--- src/rtl/ahb_rom_arb_pkg.sv ---
// Shared definitions for the dual-port AHB-to-ROM arbiter: HTRANS codes,
// port FSM states and the default ROM base offset.
package ahb_rom_arb_pkg;

  localparam logic [1:0] HTRANS_IDLE   = 2'b00;
  localparam logic [1:0] HTRANS_BUSY   = 2'b01;
  localparam logic [1:0] HTRANS_NONSEQ = 2'b10;
  localparam logic [1:0] HTRANS_SEQ    = 2'b11;

  localparam int unsigned ROM_BASE_DEFAULT = 'h80;

  typedef enum logic [2:0] {
    ST_IDLE,
    ST_WAIT_GNT,
    ST_WAIT_DATA,
    ST_ERR1,
    ST_ERR2
  } port_state_e;

  function automatic logic [15:0] rom_offset(input logic [15:0] addr,
                                             input logic [15:0] base);
    return addr - base;
  endfunction

endpackage

--- src/rtl/ahb_rom_arb_port.sv ---
// One AHB slave port of the ROM arbiter: transfer capture, per-port FSM and
// response generation. Write error response enabled by AHB_ROM_ARB_ERR_EN.
module ahb_rom_arb_port
  import ahb_rom_arb_pkg::*;
#(
  parameter int unsigned AHB_ADDR_WIDTH = 32,
  parameter int unsigned AHB_DATA_WIDTH = 32,
  parameter int unsigned ROM_BASE       = ROM_BASE_DEFAULT
) (
  input  logic                      clk,
  input  logic                      rstn,
  input  logic                      hsel_i,
  input  logic [AHB_ADDR_WIDTH-1:0] haddr_i,
  input  logic                      hwrite_i,
  input  logic [1:0]                htrans_i,
  input  logic                      hready_i,
  output logic [AHB_DATA_WIDTH-1:0] hrdata_o,
  output logic                      hreadyout_o,
  output logic                      hresp_o,
  output logic                      req_o,
  output logic [15:0]               addr_o,
  input  logic                      gnt_i,
  input  logic [AHB_DATA_WIDTH-1:0] rom_rdata_i
);

  localparam logic [15:0] BASE16 = ROM_BASE[15:0];

  port_state_e state_q, state_n;
  logic [15:0] addr_q;
  logic        accept;
  logic        capture;
  logic        unused_haddr_hi;

  assign unused_haddr_hi = ^haddr_i[AHB_ADDR_WIDTH-1:16];

  assign accept = hsel_i & hready_i & htrans_i[1];
  // Only the idle state and the data-completion cycle can open a new transfer.
  assign capture = accept & ~hwrite_i &
                   ((state_q == ST_IDLE) || (state_q == ST_WAIT_DATA));

  always_ff @(posedge clk) begin
    if (!rstn) begin
      state_q <= ST_IDLE;
      addr_q  <= '0;
    end else begin
      state_q <= state_n;
      if (capture) addr_q <= haddr_i[15:0];
    end
  end

  always_comb begin
    state_n = state_q;
    case (state_q)
      ST_IDLE, ST_WAIT_DATA: begin
        state_n = ST_IDLE;
        if (accept) begin
          if (!hwrite_i) begin
            state_n = ST_WAIT_GNT;
          end else begin
`ifdef AHB_ROM_ARB_ERR_EN
            state_n = ST_ERR1;
`else
            state_n = ST_IDLE;
`endif
          end
        end
      end
      ST_WAIT_GNT: if (gnt_i) state_n = ST_WAIT_DATA;
      ST_ERR1:     state_n = ST_ERR2;
      ST_ERR2:     state_n = ST_IDLE;
      default:     state_n = ST_IDLE;
    endcase
  end

  always_comb begin
    hreadyout_o = 1'b1;
    hresp_o     = 1'b0;
    hrdata_o    = '0;
    req_o       = 1'b0;
    case (state_q)
      ST_WAIT_GNT: begin
        hreadyout_o = 1'b0;
        req_o       = 1'b1;
      end
      ST_WAIT_DATA: hrdata_o = rom_rdata_i;
      ST_ERR1: begin
        hreadyout_o = 1'b0;
        hresp_o     = 1'b1;
      end
      ST_ERR2: hresp_o = 1'b1;
      default: ;
    endcase
  end

  assign addr_o = rom_offset(addr_q, BASE16);

endmodule

--- src/rtl/ahb_rom_arbiter.sv ---
// Two AHB slave ports sharing one ROM read port through a round-robin grant.
// Optional write error response: define AHB_ROM_ARB_ERR_EN.
module ahb_rom_arbiter
  import ahb_rom_arb_pkg::*;
#(
  parameter int unsigned AHB_ADDR_WIDTH = 32,
  parameter int unsigned AHB_DATA_WIDTH = 32,
  parameter int unsigned ROM_BASE       = ROM_BASE_DEFAULT
) (
  input  logic                      clk,
  input  logic                      rstn,
  input  logic                      p0_hsel_i,
  input  logic [AHB_ADDR_WIDTH-1:0] p0_haddr_i,
  input  logic                      p0_hwrite_i,
  input  logic [1:0]                p0_htrans_i,
  input  logic                      p0_hready_i,
  output logic [AHB_DATA_WIDTH-1:0] p0_hrdata_o,
  output logic                      p0_hreadyout_o,
  output logic                      p0_hresp_o,
  input  logic                      p1_hsel_i,
  input  logic [AHB_ADDR_WIDTH-1:0] p1_haddr_i,
  input  logic                      p1_hwrite_i,
  input  logic [1:0]                p1_htrans_i,
  input  logic                      p1_hready_i,
  output logic [AHB_DATA_WIDTH-1:0] p1_hrdata_o,
  output logic                      p1_hreadyout_o,
  output logic                      p1_hresp_o,
  output logic                      rom_req_o,
  output logic [15:0]               rom_addr_o,
  input  logic [AHB_DATA_WIDTH-1:0] rom_rdata_i
);

  logic        req0, req1;
  logic        gnt0, gnt1;
  logic [15:0] addr0, addr1;
  logic        last_gnt1_q;

  ahb_rom_arb_port #(
    .AHB_ADDR_WIDTH(AHB_ADDR_WIDTH),
    .AHB_DATA_WIDTH(AHB_DATA_WIDTH),
    .ROM_BASE      (ROM_BASE)
  ) u_port0 (
    .clk        (clk),
    .rstn       (rstn),
    .hsel_i     (p0_hsel_i),
    .haddr_i    (p0_haddr_i),
    .hwrite_i   (p0_hwrite_i),
    .htrans_i   (p0_htrans_i),
    .hready_i   (p0_hready_i),
    .hrdata_o   (p0_hrdata_o),
    .hreadyout_o(p0_hreadyout_o),
    .hresp_o    (p0_hresp_o),
    .req_o      (req0),
    .addr_o     (addr0),
    .gnt_i      (gnt0),
    .rom_rdata_i(rom_rdata_i)
  );

  ahb_rom_arb_port #(
    .AHB_ADDR_WIDTH(AHB_ADDR_WIDTH),
    .AHB_DATA_WIDTH(AHB_DATA_WIDTH),
    .ROM_BASE      (ROM_BASE)
  ) u_port1 (
    .clk        (clk),
    .rstn       (rstn),
    .hsel_i     (p1_hsel_i),
    .haddr_i    (p1_haddr_i),
    .hwrite_i   (p1_hwrite_i),
    .htrans_i   (p1_htrans_i),
    .hready_i   (p1_hready_i),
    .hrdata_o   (p1_hrdata_o),
    .hreadyout_o(p1_hreadyout_o),
    .hresp_o    (p1_hresp_o),
    .req_o      (req1),
    .addr_o     (addr1),
    .gnt_i      (gnt1),
    .rom_rdata_i(rom_rdata_i)
  );

  // On contention the port that was not granted most recently wins.
  assign gnt0 = req0 & (~req1 | last_gnt1_q);
  assign gnt1 = req1 & (~req0 | ~last_gnt1_q);

  always_ff @(posedge clk) begin
    if (!rstn) begin
      last_gnt1_q <= 1'b1;
    end else if (gnt0 | gnt1) begin
      last_gnt1_q <= gnt1;
    end
  end

  always_comb begin
    rom_req_o  = gnt0 | gnt1;
    rom_addr_o = '0;
    if (gnt0)      rom_addr_o = addr0;
    else if (gnt1) rom_addr_o = addr1;
  end

endmodule

--- config.mk ---
export PLATFORM = sky130hd
export DESIGN_NAME = ahb_rom_arbiter
export DESIGN_NICKNAME = d
export VERILOG_FILES = /design/src/rtl/ahb_rom_arb_pkg.sv /design/src/rtl/ahb_rom_arb_port.sv /design/src/rtl/ahb_rom_arbiter.sv
export SDC_FILE = /design/constraint.sdc
export NUM_CORES = 1
export LEC_CHECK = 0
export BUFFER_PORTS_ARGS = -buffer_cell sky130_fd_sc_hd__buf_2
export CELL_PAD_IN_SITES_DETAIL_PLACEMENT = 1
export CELL_PAD_IN_SITES_GLOBAL_PLACEMENT = 2
export CORE_MARGIN = 3
export CORE_UTILIZATION = 18
export CTS_CLUSTER_SIZE = 12
export DETAILED_ROUTE_END_ITERATION = 10
export PLACE_DENSITY = 0.81
export SYNTH_ARGS = -nofsm -noshare
export SYNTH_HDL_FRONTEND = slang
export SYNTH_SLANG_ARGS = --single-unit
--- constraint.sdc ---
create_clock -name clk -period 1.4 [get_ports clk]
set_input_delay 0.14 -clock clk [delete_from_list [all_inputs] [get_ports clk]]
set_output_delay 0.14 -clock clk [all_outputs]
set_load 0.02 [all_outputs]
# After elaboration in Yosys (flattened, before gate mapping)
# Cells that the tools add are included.
# word_totals
out_inout_bits,85
register_bits,39
inputBits,108
elab_cells,63
# op_classes
add_sub_neg,2
n_bitwise,18
n_mux,18
n_reduce_logical,10
n_eq_ne,10
# ops
cell,n
two-way mux 32 bit,2
two-way mux 16 bit,2
subtractor 16 x 8 -> 16 bit (second input constant),2
one-hot mux 3 bit (3 select lines),2
== test 3 x 2 -> 1 bit (second input constant),4
two-way mux 3 bit,4
OR reduction 2 bit,6
bitwise AND 1 bit,10
two-way mux 1 bit,8
== test 3 x 1 -> 1 bit (second input constant),2
== test 3 bit (second input constant),2
logical NOT 3 bit,2
NOT 1 bit,5
!= test 2 bit (second input constant),2
OR 1 bit,3
logical OR 1 bit,2

# Logic depth before layout (Yosys ltp)
# Gate-level depths: netlist (run 1).
# depth
ltp_word,7
mapped_depth,6
depth_no_buf,5

# Modules after synthesis
# From an unflattened synthesis (run 1), not the netlist that was laid out.
# unflattened
cells_unflattened,327
hier_area_um2,2731.4
# modules_own_cells
mod,instances,cells_each,seq_area_each_um2,area_per_inst_um2
ahb_rom_arb_port,2,149,380.4,1226.2
ahb_rom_arbiter,1,29,20.0,279.0

# Least setup slack after synthesis (run 1)
# No wires, ideal clock.
# synth_timing
path_kind,register to output
start,register u_port1.state_q[0]
end,output port rom_addr_o[11]
path_buffers,0
slack_ns,-0.154
t_arrival_ns,1.414
stages_incl_launch_ff,5
required_ns,1.260
path_cell_list,dfxtp_1 > or2b_1 > nor2_1 > nand2_1 > o22ai_1
# synth_via
elab_chain_len,6
elab_cells_between_ends,8
cone_classes,1 x eq/ne; 3 x mux; 4 x bitwise
# synth_rtl
item,line_no,rtl
start: declaration,ahb_rom_arb_port.sv:28,"port_state_e state_q, state_n;"
start signal: assignment,ahb_rom_arb_port.sv:46,state_q <= state_n;
== test 3 x 1 -> 1 bit (*),ahb_rom_arb_port.sv:80,case (state_q)
two-way mux 1 bit (*),ahb_rom_arb_port.sv:80,
NOT 1 bit,ahb_rom_arbiter.sv:81,assign gnt0 = req0 & (~req1 | last_gnt1_q);
OR 1 bit,ahb_rom_arbiter.sv:81,
bitwise AND 1 bit,ahb_rom_arbiter.sv:81,
two-way mux 16 bit (*),ahb_rom_arbiter.sv:95,if (gnt0) rom_addr_o = addr0;
end: declaration,ahb_rom_arbiter.sv:29,"output logic [15:0] rom_addr_o,"
# Every way passes the cells marked *; elsewhere a longest branch is shown, timed or not.

# Worst setup path after layout (run 1)
# layout_timing
start,register u_port1.state_q[2]
end,output port rom_addr_o[10]
# Same word-level chain as after synthesis.

==> impl_metrics.csv, run 1 <==
group,metric,value,unit
cells_and_area,final_nets,597,
yosys,yosysMostFrequentCell,"and2_1",
clocking,cts_made_buffers,5,
yosys,synth_top_family_by_area,"simple AND/OR/NAND/NOR gates",
placed_design,placed_area,3930,µm²
timing,rsz0062_at_grt,"yes",
die,fp.coreArea,12800,µm²
worst_setup_path,worstPathArrival,1690,ps
global_routing,grt_max_degree,27,
yosys,async_flop_share,0,
timing,fmax,546,MHz
yosys,syn-num-nets,385,
placed_design,port_buffers,158,
yosys,synth_ff_type,"dfxtp_1",
yosys,yosysSeqAreaShare,0.326,
global_routing,grt_pass1_wl,16600,µm
drt,ant_nets,0,
drt,vias,2804,
yosys,syn_inst,275,
yosys,synthMuxAreaShare,0.134,
timing,holdWs,119,ps
run_status,status,"finished with violations",
clocking,cts.sinks,39,
yosys,syn_area,2400,µm²
power_and_ir_drop,leakagePower,2.33,nW
cells_and_area,fillers,1433,
drt,wl,11300,µm
worst_setup_path,required,1260,ps
cells_and_area,postLayoutCellArea,5220,µm²
placed_design,dp_slack,-195,ps
timing,period_share,1.31,
global_routing,antenna_found_initial,0,
placed_design,dp_hpwl,7320,µm
hold_path,hold_path.class,"in -> reg",
flow_run,maxCapViolations,0,
yosys,ys_ff_latch,39,
die,die_w,121,µm
clocking,htree_levels,2,
worst_setup_path,startpoint_type,"register",
clocking,root_buffer,"clkbuf_16",
drt,routedWlPerCell,17.1,µm
timing,worst_pin_slew,369,ps
clocking,cts.clk_slew.worst_paths,60,ps
drt,drc,0,
clocking,clock_latency,280,ps
yosys,yosysTopAreaCellShare,0.326,
die,ioPinCount,193,
global_routing,grt_overflow,0,
worst_setup_path,worstPathMaxFanout,5,
cells_and_area,syn_to_final_growth,118,%
timing,hold_viol,0,
cells_and_area,num_antenna_cells,0,
run_status,failed_checks,"setup timing",
global_routing,grt_pass1_vias,3107,
die,std_cell_rows,41,
cells_and_area,final_layout_size_suffix_gt1_frac,0.703,
clocking,cts_tree,"yes",
yosys,synth-simple-area-share,0.380,
yosys,ys_types,35,
die,start_util,0.187,
power_and_ir_drop,irDropWorstVdd,473,µV
yosys,synth_enable_flop_cells,0,
timing,setup-violations-final,102,
yosys,synthAdderAreaFrac,0.0104,
yosys,synth_top_area_cell,"dfxtp_1",
drt,drtIter0Drc,22,
worst_setup_path,cp-end-kind,"primary output",
timing,finalCriticalPeriod,1830,ps
timing,fin_skew,7.41,ps
drt,firstDrtPassIters,2,
global_routing,track_usage,0.143,
yosys,yosys_warnings,0,
die,die_area,14700,µm²
worst_setup_path,crit_type,"reg -> out",
yosys,synthTopCellsByCount,"and2_1, dfxtp_1, nor2b_1",
timing,slew-limit-headroom,0.752,
drt,viasPerCell,4.25,
yosys,syn-mean-instance-area,8.72,µm²
yosys,synth_area_leaders,"dfxtp_1, and2_1, mux2i_1, nor2b_1, xor2_1",
clocking,clk_path_buf_depth,2,
placed_design,gp_congestion,0.734,
timing,layout_setup_ws,-431,ps
yosys,yosys.area_share.xor_xnor,0.0511,
yosys,synth-compound-area-share,0.0616,
power_and_ir_drop,power_density,536,nW/µm²
timing,final_max_slew_viol_count,0,
die,die_h,121,µm
-- worst paths after layout --
path         slack, ps                             from                         endpoint  depth (start not counted)
max               -430  u_port1.state_q[2]$_SDFFE_PN0P_                   rom_addr_o[10]                          5
min                120                    p1_haddr_i[1]   u_port1.addr_q[1]$_SDFFE_PN0P_                          3
max reg2reg       -220  u_port1.state_q[2]$_SDFFE_PN0P_  u_port1.addr_q[15]$_SDFFE_PN0P_                          7
min reg2reg        530   u_port1.addr_q[1]$_SDFFE_PN0P_   u_port1.addr_q[1]$_SDFFE_PN0P_                          2
-- layer usage --
| layer | wire length [µm] | up-vias | GRT usage |
|---|---|---|---|
| li1 | - | 1338 | - |
| met1 | 4320 | 1353 | 0.160 |
| met2 | 6120 | 99 | 0.275 |
| met3 | 609 | 14 | 0.0298 |
| met4 | 210 | 0 | 0.0287 |
| met5 | 0 | - | 0 |
-- repair_timing --
action / CTS / global route
pin swaps: 46 / 32
hold buffers: 0 / 0
setup buffers: 11 / 8
setup endpoints to repair: 86 / 118
cloned: 7 / 2
gates resized for setup: 258 / 36
-- sequential cells by signal (all words and copies together) (netlist names) --
register,flops
u_port0.addr_q,16
u_port1.addr_q,16
u_port0.state_q,3
u_port1.state_q,3
last_gnt1_q,1
-- through the flow --
step	instances	setup TNS, ps	utilization	total power [mW]
2_1_floorplan	275	-600	-	1.42
3_3_place_gp	631	-2750	0.307	1.63
3_5_place_dp	631	-4490	0.307	1.64
4_1_cts	656	-29680	0.399	2.82
5_1_grt	660	-35080	0.407	2.94
6_report	660	-27920	0.407	2.80
-- cell usage in the layout (no fill, tap or decap), types with 5 or more instances in the layout --
master	synthesis	routed
buf_4	2	34
xor2_2	0	6
a22o_4	0	7
buf_2	0	74
nor2_1	7	5
nand2_1	12	10
clkbuf_16	0	5
mux2i_1	32	31
dfxtp_1	39	32
dfxtp_2	0	5
o22ai_4	0	9
and2_4	0	63
xnor2_1	6	6
buf_6	2	99
buf_12	0	5
nor2b_1	35	34
-- cells by family after synthesis --
family	Yosys count
and+or+nand+nor	149
DFF	39
muxes	32
AOI/OAI and AO/OA	21
buffers and inverters	18
xor gates and xnor gates	14
adders and majority gates	2
-- worst max-delay path: stages (launching register included) --
cell and delay (ps):
dfxtp_2 310, or3b_4 440, or2_4 310, nand2_8 120, o22ai_4 80, buf_6 150
-- cell type report --
class                   instances  area, µm²  share of cell area
inverters                       4       15.0             0.00288
clock inverters                 1       5.00            0.000959
well taps                     172        215              0.0412
repair buffers                217       1970               0.376
multi-input cells             220       2090               0.401
clock buffers                   7        133              0.0254
flip-flops and latches         39        795               0.152
-- power breakdown --
group	internal, mW	switching, mW
sequential	1.13	0.0211
combinational	0.294	0.270
clock	0.658	0.427
total	2.08	0.718
Note: power is estimated with default switching activity, not from simulation.
==> run 2: changes to the inputs <==
--- a/config.mk
+++ b/config.mk
@@ -5,14 +5,15 @@
 export SDC_FILE = /design/constraint.sdc
 export NUM_CORES = 1
 export LEC_CHECK = 0
+export ABC_AREA = 1
 export BUFFER_PORTS_ARGS = -buffer_cell sky130_fd_sc_hd__buf_2
 export CELL_PAD_IN_SITES_DETAIL_PLACEMENT = 1
 export CELL_PAD_IN_SITES_GLOBAL_PLACEMENT = 2
 export CORE_MARGIN = 3
-export CORE_UTILIZATION = 18
+export CORE_UTILIZATION = 16
 export CTS_CLUSTER_SIZE = 12
 export DETAILED_ROUTE_END_ITERATION = 10
-export PLACE_DENSITY = 0.81
+export PLACE_DENSITY = 0.8
 export SYNTH_ARGS = -nofsm -noshare
 export SYNTH_HDL_FRONTEND = slang
 export SYNTH_SLANG_ARGS = --single-unit
==> impl_metrics.csv, run 2 <==
group,metric,value,unit
timing,layout_setup_ws,-224,ps
placed_design,dp_hpwl,8690,µm
yosys,synth_enable_flop_cells,0,
yosys,ys_types,22,
die,die_area,17100,µm²
yosys,syn_inst,416,
clocking,clock_latency,290,ps
yosys,synth_top_area_cell,"dfxtp_1",
die,ioPinCount,193,
cells_and_area,stdcell_count,797,
yosys,async_flop_share,0,
yosys,syn-mean-instance-area,5.97,µm²
die,die_w,131,µm
drt,drc,0,
die,std_cell_rows,44,
yosys,synth-simple-area-share,0.437,
worst_setup_path,worstPathArrival,1480,ps
yosys,syn_area,2480,µm²
cells_and_area,final_layout_size_suffix_gt1_frac,0.588,
timing,worst_pin_slew,329,ps
clocking,clk_path_buf_depth,2,
yosys,yosysMostFrequentCell,"nand2_1",
placed_design,placed_area,3690,µm²
timing,fin_skew,7.85,ps
drt,drtIter0Drc,42,
power_and_ir_drop,irDropWorstVdd,384,µV
global_routing,grt_overflow,0,
placed_design,dp_slack,-35.5,ps
cells_and_area,area.sequential,796,µm²
worst_setup_path,worstPathMaxFanout,11,
worst_setup_path,required,1260,ps
worst_setup_path,startpoint_type,"register",
timing,fmax,616,MHz
placed_design,gp_congestion,0.837,
yosys,synthTopCellsByCount,"nand2_1, nor2_1, inv_1",
yosys,yosys.area_share.xor_xnor,0,
hold_path,hold_path.class,"in -> reg",
run_status,failed_checks,"setup timing",
timing,final_max_slew_viol_count,0,
yosys,yosysSeqAreaShare,0.314,
global_routing,track_usage,0.142,
cells_and_area,fillers,1753,
drt,viasPerCell,4.27,
drt,vias,3401,
clocking,htree_levels,2,
placed_design,port_buffers,158,
yosys,synth_ff_type,"dfxtp_1",
cells_and_area,multi_input_area,2070,µm²
drt,firstDrtPassIters,4,
die,start_util,0.167,
clocking,cts_tree,"yes",
clocking,cts.sinks,39,
timing,period_share,1.16,
worst_setup_path,crit_path_max_incr_delay,320,ps
cells_and_area,postLayoutCellArea,5360,µm²
yosys,synth_area_leaders,"dfxtp_1, nand2_1, nor2_1, nand3_1, inv_1",
clocking,cts.clk_slew.worst_paths,60,ps
timing,hold_viol,0,
worst_setup_path,crit_slowest_cell,"dfxtp_2",
clocking,root_buffer,"clkbuf_16",
timing,holdWs,97.8,ps
yosys,yosys_warnings,0,
drt,ant_nets,0,
yosys,synth_top_family_by_area,"simple AND/OR/NAND/NOR gates",
yosys,synthMuxAreaShare,0,
clocking,cts_made_buffers,5,
run_status,status,"finished with violations",
flow_run,maxCapViolations,0,
cells_and_area,final_cell_mix,"buf_6, buf_2, nand2_1, nor2_4, inv_1",
timing,tns,-12440,ps
power_and_ir_drop,leakagePower,2.37,nW
cells_and_area,reg_top3,"u_port0.addr_q x16, u_port1.addr_q x16",
cells_and_area,final_common_cell,"buf_6",
worst_setup_path,crit_type,"reg -> out",
yosys,ys_ff_latch,39,
timing,slew-limit-headroom,0.780,
yosys,synth-compound-area-share,0.0992,
worst_setup_path,cp-end-kind,"primary output",
yosys,syn-num-nets,526,
global_routing,grt_max_degree,30,
yosys,yosysTopAreaCellShare,0.314,
cells_and_area,final_nets,721,
timing,setup-violations-final,80,
worst_setup_path,crit_path_cell_trace,"inv_2 -> nand3_4 -> nor2_4 -> nor2_4 -> buf_12 -> buf_12 -> nand2_1 -> nand2_1 -> buf_6",
cells_and_area,final_core_util,0.361,
global_routing,grt_pass1_wl,19200,µm
yosys,synthAdderAreaFrac,0.0101,
die,die_h,131,µm
power_and_ir_drop,p_total,2.89,mW
timing,rsz0062_at_grt,"yes",
global_routing,antenna_found_initial,0,
die,fp.coreArea,14900,µm²
power_and_ir_drop,power_density,540,nW/µm²
global_routing,grt_pass1_vias,3738,
drt,routedWlPerCell,15.7,µm
timing,finalCriticalPeriod,1620,ps
drt,wl,12500,µm
placed_design,dp_cells,772,
cells_and_area,syn_to_final_growth,116,%
==> run 2: changes by cell type in the layout (fill, tap and decap cells not counted), sizes merged, moves of 6 or more <==
cell and delta:
inv +58, o21ai +10, mux2i -32, nor2 +84, buf -12, xnor2 -6
a21oi +33, nor2b -35, xor2 -8, and2 -65, nand2 +83, a22o -7
nand3 +51, o22ai -9
==> run 2: final cells by class <==
type | count | area share
Sequential cell | 39 | 0.148
Multi-Input combinational cell | 297 | 0.386
Timing Repair Buffer | 206 | 0.350
Clock inverter | 2 | 0.00303
Clock buffer | 6 | 0.0259
Inverter | 62 | 0.0434
Tap cell | 184 | 0.0429
Antenna cell | 1 | 0.000467
==> run 2: path summary, 6_finish.rpt <==
| check | startpoint | to | slack, ps | depth (start not counted) |
|---|---|---|---|---|
| max | u_port1.state_q[2]$_SDFFE_PN0P_ | rom_addr_o[3] | -220 | 9 |
| min | rstn | last_gnt1_q$_SDFFE_PN1P_ | 100 | 2 |
| max reg2reg | u_port0.state_q[0]$_SDFFE_PN0P_ | u_port0.addr_q[15]$_SDFFE_PN0P_ | 90 | 6 |
| min reg2reg | u_port0.addr_q[7]$_SDFFE_PN0P_ | u_port0.addr_q[7]$_SDFFE_PN0P_ | 470 | 2 |
==> run 2: where the power goes <==
group          total [mW]  switching, mW  leakage, nW  internal [mW]
logic               0.568          0.332         1.98          0.236
registers            1.15         0.0176        0.321           1.13
clock network        1.18          0.465       0.0731          0.712
total                2.89          0.815         2.37           2.08
==> run 2: kinds of logic after synthesis <==
kind of cell | Yosys count
and+or+nand+nor | 247
buffers and inverters | 80
AOI/OAI and AO/OA | 48
DFF | 39
adders and majority gates | 2
==> run 2: critical path: cells and delay by family (launching register included) <==
family	cells	cell delay [ps]
buffers and inverters	4	470
and+or+nand+nor	5	390
DFF	1	320
==> run 2: timing repair <==
action | 4_1_cts | 5_1_grt
hold endpoints to repair | 0 | 0
resized for setup | 352 | 60
buffers inserted | 12 | 6
pin swaps | 22 | 25
hold buffers | 0 | 0
cloned | 6 | 1
setup endpoints to repair | 80 | 98
==> run 2: per-layer routing <==
layer,GRT usage,wire length [µm],vias to the layer above
li1,-,-,1690
met1,0.166,5090,1594
met2,0.268,6680,106
met3,0.0260,614,11
met4,0.0333,146,0
met5,0,0,-
==> run 3: changes to the inputs <==
--- a/config.mk
+++ b/config.mk
@@ -9,8 +9,9 @@
 export BUFFER_PORTS_ARGS = -buffer_cell sky130_fd_sc_hd__buf_2
 export CELL_PAD_IN_SITES_DETAIL_PLACEMENT = 1
 export CELL_PAD_IN_SITES_GLOBAL_PLACEMENT = 2
-export CORE_MARGIN = 3
+export CORE_MARGIN = 2
 export CORE_UTILIZATION = 16
+export CTS_BUF_LIST = sky130_fd_sc_hd__clkbuf_16
 export CTS_CLUSTER_SIZE = 12
 export DETAILED_ROUTE_END_ITERATION = 10
 export PLACE_DENSITY = 0.8
==> impl_metrics.csv, run 3 (synthesis results as in run 2) <==
group,metric,value,unit
timing,rsz0062_at_grt,"yes",
clocking,clk_path_buf_depth,2,
clocking,ctsHoldBuffers,0,
clocking,cts.sinks,39,
global_routing,antenna_found_initial,2,
hold_path,hold_path_depth,2,
timing,slew-limit-headroom,0.745,
hold_path,min_from,"rstn",
power_and_ir_drop,p_switching,829,µW
power_and_ir_drop,leakagePower,2.45,nW
clocking,clock_latency,290,ps
global_routing,grt_pass1_vias,3778,
timing,setup-violations-final,80,
die,ioPinCount,193,
drt,wl,12600,µm
run_status,status,"finished with violations",
timing,hold_viol,0,
cells_and_area,final_layout_size_suffix_gt1_frac,0.607,
power_and_ir_drop,power_density,554,nW/µm²
cells_and_area,final_common_cell,"buf_6",
placed_design,gp_congestion,0.828,
power_and_ir_drop,pwr-share-comb,0.190,
worst_setup_path,rrSetupSlack,120,ps
placed_design,port_buffers,158,
clocking,cts.clk_slew.worst_paths,60,ps
placed_design,dp_slack,-21.7,ps
run_status,failed_checks,"setup timing",
drt,drtIter0Drc,68,
die,start_util,0.163,
clocking,htree_levels,2,
global_routing,grt_max_degree,31,
cells_and_area,syn_to_final_growth,122,%
worst_setup_path,startpoint_type,"register",
placed_design,placed_area,3720,µm²
worst_setup_path,r2r_start,"u_port1.state_q[0]$_SDFFE_PN0P_",
timing,final_max_slew_viol_count,0,
clocking,cts_made_buffers,5,
worst_setup_path,r2r-end,"u_port1.addr_q[2]$_SDFFE_PN0P_",
worst_setup_path,crit_path_max_incr_delay,320,ps
worst_setup_path,crit_type,"reg -> out",
timing,layout_setup_ws,-198,ps
hold_path,holdPathEnd,"last_gnt1_q$_SDFFE_PN1P_",
cells_and_area,final_cell_mix,"buf_6, buf_2, nor2_4, nand2_1, inv_1",
worst_setup_path,crit_slowest_cell,"dfxtp_2",
timing,worst_pin_slew,383,ps
drt,vias,3441,
worst_setup_path,required,1260,ps
power_and_ir_drop,p_int,2.22,mW
power_and_ir_drop,pwr-share-seq,0.377,
timing,period_share,1.14,
global_routing,track_usage,0.144,
cells_and_area,postLayoutCellArea,5510,µm²
drt,firstDrtPassIters,4,
cells_and_area,reg_top3,"u_port0.addr_q x16, u_port1.addr_q x16",
drt,routedWlPerCell,15.6,µm
flow_run,maxCapViolations,0,
die,fp.coreArea,15200,µm²
global_routing,grt_overflow,0,
placed_design,dp_hpwl,8430,µm
timing,finalCriticalPeriod,1600,ps
timing,tns,-11160,ps
worst_setup_path,rr_worst_depth,6,
worst_setup_path,worstPathMaxFanout,2,
power_and_ir_drop,pwr-share-clk,0.433,
die,die_h,129,µm
power_and_ir_drop,irDropWorstVdd,421,µV
clocking,root_buffer,"clkbuf_16",
power_and_ir_drop,swShare,0.272,
drt,ant_nets,0,
die,die_w,129,µm
cells_and_area,final_nets,725,
worst_setup_path,crit_path_cell_trace,"inv_2 -> ha_4 -> nand2_4 -> buf_6 -> inv_6 -> a21oi_4 -> o21ai_2 -> nand2_1 -> buf_6",
drt,viasPerCell,4.27,
drt,drc,0,
worst_setup_path,crit_top_cell,"buf_6",
timing,fin_skew,8.53,ps
die,std_cell_rows,45,
die,die_area,16500,µm²
timing,fmax,626,MHz
hold_path,hold_path.class,"in -> reg",
clocking,cts_tree,"yes",
worst_setup_path,cp-end-kind,"primary output",
global_routing,grt_pass1_wl,18800,µm
worst_setup_path,worstPathArrival,1460,ps
run 3: repair_timing:
action                     4_1_cts  5_1_grt
pin swaps                       20       23
gates resized for setup        338       78
setup buffers                   11        4
setup endpoints to repair       80       95
cloned                           6        1
run 3: per-stage QoR:
stage | utilization | total power, mW | hold slack [ps] | cells
floorplan | - | 1.37 | 239 | 416
global placement | 0.245 | 1.56 | 368 | 777
detailed placement | 0.245 | 1.58 | 378 | 777
CTS | 0.341 | 3.04 | 82.1 | 802
global route | 0.362 | 3.20 | 96.2 | 805
finish | 0.362 | 3.05 | 83.0 | 805
run 3: layer usage:
metal  wire length, µm  part of all wire  track usage
met4               170             0.014       0.0320
met3               470             0.037       0.0225
met5                13            0.0010            0
met1              4870              0.39        0.163
met2              7060              0.56        0.281
run 3: worst max-delay path: cells and delay by family (launching register included):
kind,cells,cell delay [ps]
buffers and inverters,4,370
DFF,1,320
AOI/OAI and AO/OA,2,190
adders and majority gates,1,150
and+or+nand+nor,2,140
run 3: power by group through the flow:
stage / sequential, mW / combinational, mW / clock [mW]
global route: 1.15 / 0.630 / 1.42
detailed placement: 1.17 / 0.410 / 0
finish: 1.15 / 0.580 / 1.32
floorplan: 1.17 / 0.204 / 0
CTS: 1.15 / 0.537 / 1.36
global placement: 1.17 / 0.393 / 0
run 3: final cells by class:
cell class	count	area (µm²)
clock buffers	5	125
inverters	62	238
multi-input cells	297	2120
diodes	1	2.50
flip-flops and latches	39	795
repair buffers	210	1940
fillers	1801	9700
well taps	188	235
clock inverters	3	46.3
run 3: worst max-delay path by stage:
stage | startpoint | endpoint | depth (start not counted)
global placement | u_port0.addr_q[7]$_SDFFE_PN0P_ | rom_addr_o[15] | 9
CTS | u_port0.addr_q[8]$_SDFFE_PN0P_ | rom_addr_o[15] | 9
global route | u_port0.state_q[2]$_SDFFE_PN0P_ | rom_addr_o[14] | 7
detailed placement | u_port0.addr_q[7]$_SDFFE_PN0P_ | rom_addr_o[9] | 8
floorplan | u_port1.state_q[0]$_SDFFE_PN0P_ | rom_addr_o[7] | 4
finish | u_port0.addr_q[7]$_SDFFE_PN0P_ | rom_addr_o[11] | 9
